### config.mk
export PLATFORM = sky130hd
export DESIGN_NAME = ekf_stage_sched
export DESIGN_NICKNAME = d
export VERILOG_FILES = /design/src/rtl/ekf_pkg.sv /design/src/rtl/ekf_stage_watchdog.sv /design/src/rtl/ekf_stage_sched.sv
export SDC_FILE = /design/constraint.sdc
export NUM_CORES = 1
export LEC_CHECK = 0
export ABC_AREA = 0
export BUFFER_PORTS_ARGS = -buffer_cell sky130_fd_sc_hd__buf_2
export CAP_MARGIN = 10
export CELL_PAD_IN_SITES_DETAIL_PLACEMENT = 0
export CELL_PAD_IN_SITES_GLOBAL_PLACEMENT = 1
export CORE_MARGIN = 3
export CORE_UTILIZATION = 38
export DETAILED_ROUTE_END_ITERATION = 6
export GPL_TIMING_DRIVEN = 0
export PLACE_DENSITY = 0.81
export REMOVE_ABC_BUFFERS = 1
export SKIP_LAST_GASP = 1
export SLEW_MARGIN = 5
export SYNTH_ARGS = -nofsm -noshare
export SYNTH_HDL_FRONTEND = slang
export SYNTH_SLANG_ARGS = --single-unit
### constraint.sdc
create_clock -name clk -period 1.9 [get_ports clk]
set_input_delay 0.095 -clock clk [delete_from_list [all_inputs] [get_ports clk]]
set_output_delay 0.095 -clock clk [all_outputs]
set_load 0.02 [all_outputs]
### src/rtl/ekf_pkg.sv
// Shared encodings for the EKF-SLAM stage scheduler: one-hot stage codes,
// scheduler FSM states and error codes reported to the host.
package ekf_pkg;

  // One-hot stage codes as seen by the RSA; IDLE means no stage in flight.
  localparam logic [2:0] IDLE      = 3'b000;
  localparam logic [2:0] STAGE_PRD = 3'b001;
  localparam logic [2:0] STAGE_NEW = 3'b010;
  localparam logic [2:0] STAGE_UPD = 3'b100;

  // Scheduler FSM states.
  typedef enum logic [1:0] {
    ST_IDLE = 2'd0,
    ST_REQ  = 2'd1,
    ST_RUN  = 2'd2,
    ST_DONE = 2'd3
  } state_t;

  // Error codes carried on err_code.
  localparam logic [1:0] ERR_NONE    = 2'd0;
  localparam logic [1:0] ERR_BAD_ID  = 2'd1;
  localparam logic [1:0] ERR_FULL    = 2'd2;
  localparam logic [1:0] ERR_TIMEOUT = 2'd3;

endpackage

### src/rtl/ekf_stage_watchdog.sv
// Watchdog counter for a stage in flight. Cleared while no stage is running,
// counts while enabled and saturates at WD_MAX, where expired is asserted.
module ekf_stage_watchdog
  import ekf_pkg::*;
#(
  parameter int               WD_DW  = 16,
  parameter logic [WD_DW-1:0] WD_MAX = '1
) (
  input  logic clk,
  input  logic sys_rst,
  input  logic i_clr,
  input  logic i_en,
  output logic o_expired
);

  logic [WD_DW-1:0] r_cnt;

  // Count enabled cycles, holding at WD_MAX until cleared.
  always_ff @(posedge clk) begin
    if (sys_rst || i_clr) begin
      r_cnt <= '0;
    end else if (i_en && (r_cnt != WD_MAX)) begin
      r_cnt <= r_cnt + 1'b1;
    end
  end

  assign o_expired = (r_cnt == WD_MAX);

endmodule

### src/rtl/ekf_stage_sched.sv
// EKF-SLAM stage scheduler: buffers one predict and one observation request,
// issues predict ahead of correction as one-hot stage requests to the RSA,
// guards each running stage with a watchdog and owns the landmark count.
module ekf_stage_sched
  import ekf_pkg::*;
#(
  parameter int               ROW_LEN = 10,
  parameter int               MAX_LM  = 512,
  parameter int               WD_DW   = 16,
  parameter logic [WD_DW-1:0] WD_MAX  = 16'hFFFF
) (
  input  logic               clk,
  input  logic               sys_rst,
  input  logic               odo_val,
  output logic               odo_rdy,
  input  logic               obs_val,
  input  logic               obs_new,
  input  logic [ROW_LEN-1:0] obs_id,
  output logic               obs_rdy,
  output logic [2:0]         stage_val,
  input  logic [2:0]         stage_rdy,
  input  logic               stage_done,
  output logic [ROW_LEN-1:0] landmark_num,
  output logic [ROW_LEN-1:0] l_k,
  output logic               busy,
  output logic [2:0]         cur_stage,
  output logic               err_pulse,
  output logic [1:0]         err_code
);

  state_t             r_state;
  state_t             w_state_nxt;
  logic [2:0]         r_stage;
  logic [2:0]         w_stage_nxt;
  logic [ROW_LEN-1:0] r_lk;
  logic [ROW_LEN-1:0] w_lk_nxt;
  logic               r_pred_pend;
  logic               r_obs_pend;
  logic               r_obs_new;
  logic [ROW_LEN-1:0] r_obs_id;
  logic [ROW_LEN-1:0] r_lm;
  logic               r_err_pulse;
  logic [1:0]         r_err_code;
  logic               w_err;
  logic [1:0]         w_err_code;
  logic               w_clr_pred;
  logic               w_clr_obs;
  logic               w_inc_lm;
  logic               w_hs;
  logic               w_lm_full;
  logic               w_wd_en;
  logic               w_expired;

  assign w_hs      = (r_state == ST_REQ) && ((r_stage & stage_rdy) != 3'b000);
  assign w_lm_full = (r_lm == ROW_LEN'(MAX_LM));
  // The handshake edge already counts, so a stage gets exactly WD_MAX RUN cycles.
  assign w_wd_en   = (r_state == ST_RUN) || w_hs;

  ekf_stage_watchdog #(
    .WD_DW  (WD_DW),
    .WD_MAX (WD_MAX)
  ) u_wd (
    .clk       (clk),
    .sys_rst   (sys_rst),
    .i_clr     (~w_wd_en),
    .i_en      (w_wd_en),
    .o_expired (w_expired)
  );

  // FSM state register.
  always_ff @(posedge clk) begin
    if (sys_rst) begin
      r_state <= ST_IDLE;
    end else begin
      r_state <= w_state_nxt;
    end
  end

  // Next-state decode: stage selection, validation, handshake, completion, timeout.
  always_comb begin
    w_state_nxt = r_state;
    w_stage_nxt = r_stage;
    w_lk_nxt    = r_lk;
    w_err       = 1'b0;
    w_err_code  = r_err_code;
    w_clr_pred  = 1'b0;
    w_clr_obs   = 1'b0;
    w_inc_lm    = 1'b0;
    case (r_state)
      ST_IDLE: begin
        if (r_pred_pend) begin
          w_state_nxt = ST_REQ;
          w_stage_nxt = STAGE_PRD;
          w_lk_nxt    = '0;
        end else if (r_obs_pend) begin
          if (!r_obs_new && (r_obs_id >= r_lm)) begin
            w_err      = 1'b1;
            w_err_code = ERR_BAD_ID;
            w_clr_obs  = 1'b1;
          end else if (r_obs_new && w_lm_full) begin
            w_err      = 1'b1;
            w_err_code = ERR_FULL;
            w_clr_obs  = 1'b1;
          end else begin
            w_state_nxt = ST_REQ;
            w_stage_nxt = r_obs_new ? STAGE_NEW : STAGE_UPD;
            w_lk_nxt    = r_obs_new ? r_lm : r_obs_id;
          end
        end
      end
      ST_REQ: begin
        if (w_hs) begin
          w_state_nxt = ST_RUN;
        end
      end
      ST_RUN: begin
        if (stage_done) begin
          w_state_nxt = ST_DONE;
        end else if (w_expired) begin
          w_state_nxt = ST_IDLE;
          w_err       = 1'b1;
          w_err_code  = ERR_TIMEOUT;
          w_clr_pred  = (r_stage == STAGE_PRD);
          w_clr_obs   = (r_stage != STAGE_PRD);
          w_stage_nxt = IDLE;
          w_lk_nxt    = '0;
        end
      end
      ST_DONE: begin
        w_state_nxt = ST_IDLE;
        w_inc_lm    = (r_stage == STAGE_NEW);
        w_clr_pred  = (r_stage == STAGE_PRD);
        w_clr_obs   = (r_stage != STAGE_PRD);
        w_stage_nxt = IDLE;
        w_lk_nxt    = '0;
      end
      default: begin
        w_state_nxt = ST_IDLE;
      end
    endcase
  end

  // Control registers: pending flags, active stage, landmark count, error report.
  always_ff @(posedge clk) begin
    if (sys_rst) begin
      r_stage     <= IDLE;
      r_lk        <= '0;
      r_pred_pend <= 1'b0;
      r_obs_pend  <= 1'b0;
      r_lm        <= '0;
      r_err_pulse <= 1'b0;
      r_err_code  <= ERR_NONE;
    end else begin
      r_stage     <= w_stage_nxt;
      r_lk        <= w_lk_nxt;
      r_err_pulse <= w_err;
      r_err_code  <= w_err_code;
      if (w_inc_lm) begin
        r_lm <= r_lm + 1'b1;
      end
      if (w_clr_pred) begin
        r_pred_pend <= 1'b0;
      end else if (odo_val && !r_pred_pend) begin
        r_pred_pend <= 1'b1;
      end
      if (w_clr_obs) begin
        r_obs_pend <= 1'b0;
      end else if (obs_val && !r_obs_pend) begin
        r_obs_pend <= 1'b1;
      end
    end
  end

  // Observation payload, only meaningful while r_obs_pend is set.
  always_ff @(posedge clk) begin
    if (obs_val && !r_obs_pend) begin
      r_obs_new <= obs_new;
      r_obs_id  <= obs_id;
    end
  end

  assign odo_rdy      = ~r_pred_pend;
  assign obs_rdy      = ~r_obs_pend;
  assign stage_val    = (r_state == ST_REQ) ? r_stage : IDLE;
  assign busy         = (r_state != ST_IDLE);
  assign cur_stage    = r_stage;
  assign l_k          = r_lk;
  assign landmark_num = r_lm;
  assign err_pulse    = r_err_pulse;
  assign err_code     = r_err_code;

endmodule

## Word-level counts from Yosys, hierarchy flattened

Cells that the tools add are included.

| word-level totals | value |
|---|---|
| word-level logic and storage cells | 104 |
| bits in registers | 57 |
| output and inout bits | 32 |

| cells by class | value |
|---|---|
| muxes and demuxes | 46 |
| eq/ne operators | 19 |
| $lt $le $gt $ge | 1 |
| bitwise gates (word level) | 4 |
| reduce and logical (&&, ||, !) cells | 21 |
| add/subtract/negate cells | 2 |

Operators with widths:

| operator | number |
|---|---|
| 2-to-1 mux 10 bit | 7 |
| case mux 10 bit (3 select lines) | 1 |
| 2-to-1 mux 2 bit | 13 |
| 2-to-1 mux 3 bit | 8 |
| adder 16 x 1 -> 16 bit (second input constant) | 1 |
| == test 16 bit (second input constant) | 1 |
| inequality test 16 bit (second input constant) | 1 |
| inequality test 3 bit (second input constant) | 4 |
| AND reduction 6 bit | 2 |
| 2-to-1 mux 1 bit | 11 |
| adder 10 x 1 -> 10 bit (second input constant) | 1 |
| == test 10 bit (second input constant) | 1 |
| >= comparator 10 bit | 1 |
| case mux 3 bit (3 select lines) | 1 |
| inequality test 2 bit (second input constant) | 4 |
| case mux 2 bit (4 select lines) | 1 |
| logical AND 1 bit | 6 |
| nonzero test 3 bit | 2 |
| AND reduction 5 bit | 1 |
| == test 2 bit (second input constant) | 2 |
| case mux 1 bit (2 select lines) | 2 |
| case mux 2 bit (2 select lines) | 1 |
| nonzero test 2 bit | 2 |
| OR reduction 2 bit | 2 |
| other kinds (12) | 17 |

## Depth between registers and ports, before layout

| logic depth | value |
|---|---|
| depth in word-level cells | 8 |
| mapped depth | 9 |

## Cells and area by module

Synthesis repeated with hierarchy kept, for this count alone.

| second synthesis, totals | value |
|---|---|
| cells, all modules | 325 |
| area total of the unflattened synthesis | 3010.4 um^2 |

Modules (own cells, without submodules):

| module | times used | area an instance (um^2) | cells an instance | seq. area each (um^2) |
|---|---|---|---|---|
| ekf_stage_sched | 1 | 2174.6 | 228 | 930.9 |
| ekf_stage_watchdog | 1 | 835.8 | 97 | 320.3 |

## Worst setup path before layout

No wires, ideal clock.

| timing | value |
|---|---|
| kind | flip-flop to flip-flop |
| start point | register r_lm[3], in the netlist landmark_num[3] |
| end point | register r_stage[1], in the netlist cur_stage[1] |
| data required time | 1.780 ns |
| stages on the path, launching flop included | 10 |
| arrival time | 2.066 ns |
| path slack | -0.286 ns |
| path through | dfxtp_1 inv_1 ha_1 a21o_1 a21oi_1 nor3b_1 o31ai_1 o21ai_2 buf_6 mux2i_1 |

| between the ends | value |
|---|---|
| longest elaborated chain between the ends | 4 |
| elaborated cells on any way between the ends | 7 |
| those cells by class | order compare (1); eq/ne (3); reduce/logical (3) |

Ends and longest elaborated chain:

| element | RTL line | source |
|---|---|---|
| start, declared | ekf_stage_sched.sv:41 | `logic [ROW_LEN-1:0] r_lm;` |
| start signal, assigned | ekf_stage_sched.sv:159 | `r_lm <= r_lm + 1'b1;` |
| >= comparator 10 bit / == test 10 bit (equally long branches) | ekf_stage_sched.sv:96, ekf_stage_sched.sv:55 |  |
| logical AND 1 bit (on tied branches) | ekf_stage_sched.sv:96, ekf_stage_sched.sv:100 |  |
| inequality test 3 bit (no line) | - |  |
| AND reduction 6 bit (no line) (*) | - |  |
| end signal, assigned | ekf_stage_sched.sv:154 | `r_stage <= w_stage_nxt;` |
| end, declared | ekf_stage_sched.sv:33 | `logic [2:0] r_stage;` |

Mark *: on every way between the ends. The rest lies on a longest branch, timed or not.
A chain may end at the register's enable or synchronous reset.

## Worst setup path in the final report

| timing | value |
|---|---|
| start point | register r_obs_id[3] |
| end point | register r_stage[0], in the netlist cur_stage[0] |

| between the ends | value |
|---|---|
| longest elaborated chain between the ends | 4 |

Ends and longest elaborated chain:

| element | RTL line | source |
|---|---|---|
| start, declared | ekf_stage_sched.sv:40 | `logic [ROW_LEN-1:0] r_obs_id;` |
| start signal, assigned | ekf_stage_sched.sv:178 | `r_obs_id <= obs_id;` |
| >= comparator 10 bit | ekf_stage_sched.sv:96 | `if (!r_obs_new && (r_obs_id >= r_lm)) begin` |
| logical AND 1 bit | ekf_stage_sched.sv:96 |  |
| inequality test 3 bit (no line) | - |  |
| AND reduction 6 bit (no line) | - |  |

No other way between the ends.

==> flow_metrics.env <==
export IMPL_status="complete, but fails checks"
export IMPL_violations="negative setup slack"
export IMPL_synth_top_area_frac=0.330
export IMPL_synth_most_common_cell="dfxtp_1"
export IMPL_async_flop_share=0
export IMPL_h_tree_depth=3
export IMPL_first_iter_violations=139
export IMPL_drive_above_1_share=0.316
export IMPL_fmax_ghz=0.489
export IMPL_regArea_um2=1270
export IMPL_core_area_um2=6940
export IMPL_synth_main_ff_cell="dfxtp_1"
export IMPL_top_level_ports=51
export IMPL_antenna_left=0
export IMPL_grt_usage=0.162
export IMPL_fin_util=0.526
export IMPL_synthTopCellsByCount="dfxtp_1 (46), nor2_1 (42), nand2_1 (38), inv_1 (17), xnor2_1 (16)"
export IMPL_grt_pass1_vias=2272
export IMPL_routed_wl_um=6270
export IMPL_setup_worst_path_start_class="register"
export IMPL_fp_dieH_um=91.7
export IMPL_setup_slack_ns=-0.146
export IMPL_clk_pin_slew_ns=0.06
export IMPL_timing_final_max_slew_violations=0
export IMPL_finClkSkew_ns=0.0121
export IMPL_setup_violations=16
export IMPL_drc=0
export IMPL_period_share=1.08
export IMPL_area_growth_pct=30.9
export IMPL_ys_warnings_count=0
export IMPL_cts_sinks=57
export IMPL_antenna_found_initial=0
export IMPL_fill_cells=637
export IMPL_p_leak_uw=0.00148
export IMPL_dp_cells=437
export IMPL_cpMaxStageDelayCell="edfxtp_1"
export IMPL_cap_violations=0
export IMPL_critPathMaxStageDelay_ns=0.45
export IMPL_grt_pass1_wl_um=10900
export IMPL_cts_tree="yes"
export IMPL_io_buffers=50
export IMPL_tightest_slew_ns=1.03
export IMPL_first_pass_iters=4
export IMPL_hpwl_um=4350
export IMPL_grt_start_max_net_pins=20
export IMPL_total_power_uw=2810
export IMPL_netlist_area_um2=2790
export IMPL_path_max_fanout=13
export IMPL_hp_class="primary input to register"
export IMPL_dieWidth_um=91.7
export IMPL_critical_path_class="register to register"
export IMPL_p_per_area_nw_per_um2=769
export IMPL_synth_avg_cell_area_um2=9.33
export IMPL_relSlewSlack=0.311
export IMPL_hold_violations=0
export IMPL_gp_congestion=0.867
export IMPL_fin_crit_ns=2.05
export IMPL_cp_required_ns=2.12
export IMPL_ys_seq_elements=57
export IMPL_ys_types=43
export IMPL_wl_per_cell_um=13.2
export IMPL_synth_cells=299
export IMPL_multi_input_area_um2=1570
export IMPL_crit_path_end_kind="register"
export IMPL_die_area_um2=8410
export IMPL_fin_cells=473
export IMPL_rsz0062_at_grt="yes"
export IMPL_num_vias=2251
export IMPL_num_antenna_cells=0
export IMPL_viasPerCell=4.76
export IMPL_fp_row_count=30
export IMPL_nNetsFinal=404
export IMPL_clock_latency_ns=0.33
export IMPL_numCtsBuffers=9
export IMPL_ir_drop_uv=294
export IMPL_ys_seq_area_frac=0.448
export IMPL_grt_overflow=0
export IMPL_cp_data_arrival_time_ns=2.27
export IMPL_cts_root_buf="clkbuf_8"
export IMPL_synth_edf_count=11
export IMPL_start_util=0.402
export IMPL_clockBufferDepth=2
export IMPL_synthTopCellsByArea="dfxtp_1 (33%), edfxtp_1 (12%), ha_1 (5.8%)"
export IMPL_crit_chain="ha_4, a21o_1, a21oi_2, nor3b_2, o31ai_2, buf_4, o21ai_4, buf_12, a31o_2"
export IMPL_tns_ns=-1.54
export IMPL_dp_slack_ns=-0.694
export IMPL_yosysTopAreaCell="dfxtp_1"
==> timing repair <==
item / CTS / global route
pin swaps: 8 / 4
endpoints found under the setup margin: 31 / 39
hold endpoints to repair: 11 / 0
hold buffers: 11 / 0
setup buffers: 6 / 2
gates resized for setup: 28 / 12
==> metal layers <==
layer  GRT usage  part of all wire  vias to the layer above
li1            -                 -                     1169
met1       0.215              0.49                     1015
met2       0.248              0.44                       55
met3      0.0353             0.050                       12
met4      0.0817             0.022                        0
met5           0                 0                        -
==> cell families after synthesis <==
family / after synthesis / synth area share
AO/OA/AOI/OAI: 24 / 0.0596
XOR/XNOR: 24 / 0.0753
adder cells (fa/ha/maj): 13 / 0.0583
buffers and inverters: 25 / 0.0363
flip-flops: 57 / 0.448
multiplexers: 23 / 0.0865
AND/OR/NAND/NOR: 133 / 0.235
==> registers in the layout (all words and copies together), names as in the netlist <==
signal,count
r_obs_new,1
l_k,10
err_code,2
err_pulse,1
r_obs_id,10
u_wd.r_cnt,16
r_obs_pend,1
r_state,2
landmark_num,10
cur_stage,3
r_pred_pend,1
==> final timing paths <==
| check | startpoint | end | slack (ns) | cells past startpoint |
|---|---|---|---|---|
| min reg2reg | l_k[5]$_SDFFE_PP0P_ | l_k[5]$_SDFFE_PP0P_ | 0.45 | 2 |
| min | odo_val | r_pred_pend$_SDFFE_PP0P_ | 0.05 | 3 |
| max reg2reg | r_obs_id[3]$_DFFE_PP_ | cur_stage[0]$_SDFFE_PP0P_ | -0.15 | 9 |
| max | r_obs_id[3]$_DFFE_PP_ | cur_stage[0]$_SDFFE_PP0P_ | -0.15 | 9 |
==> power by group <==
group | internal, uW | total, uW | switching [uW]
Combinational | 222 | 486 | 264
Clock | 538 | 984 | 446
Sequential | 1290 | 1340 | 49.3
==> layout make-up <==
type | instances | share of cell area
clock buffers | 13 | 0.0435
multi-input cells | 217 | 0.430
flip-flops and latches | 57 | 0.348
clock inverters | 3 | 0.00411
repair buffers | 70 | 0.124
well taps | 96 | 0.0329
inverters | 17 | 0.0175
==> metrics by stage <==
step / hold WS (ns) / area, um^2
after detailed placement: 0.273 / 3120
after CTS: 0.0444 / 3570
after global placement: 0.272 / 3120
after global routing: 0.0540 / 3650
after floorplan: 0.167 / 2750
final: 0.0515 / 3650
==> critical path, delay by kind of cell (launching register included) <==
kind | cells | cell delay [ns]
fa+ha+maj | 1 | 0.25
buf+inv | 2 | 0.33
simple gates | 1 | 0.07
flops | 1 | 0.45
compound gates | 5 | 0.84
==> cell usage in the layout, fill, tap and decap left out, drive strengths merged, types with 11 or more instances in the layout <==
cell	instances
nand2	38
dfxtp	46
clkbuf	13
mux2i	14
nor2	42
xnor2	16
edfxtp	11
inv	17
dlygate4sd3	11
ha	13
buf	59
Note: power is estimated with default switching activity, not from simulation.
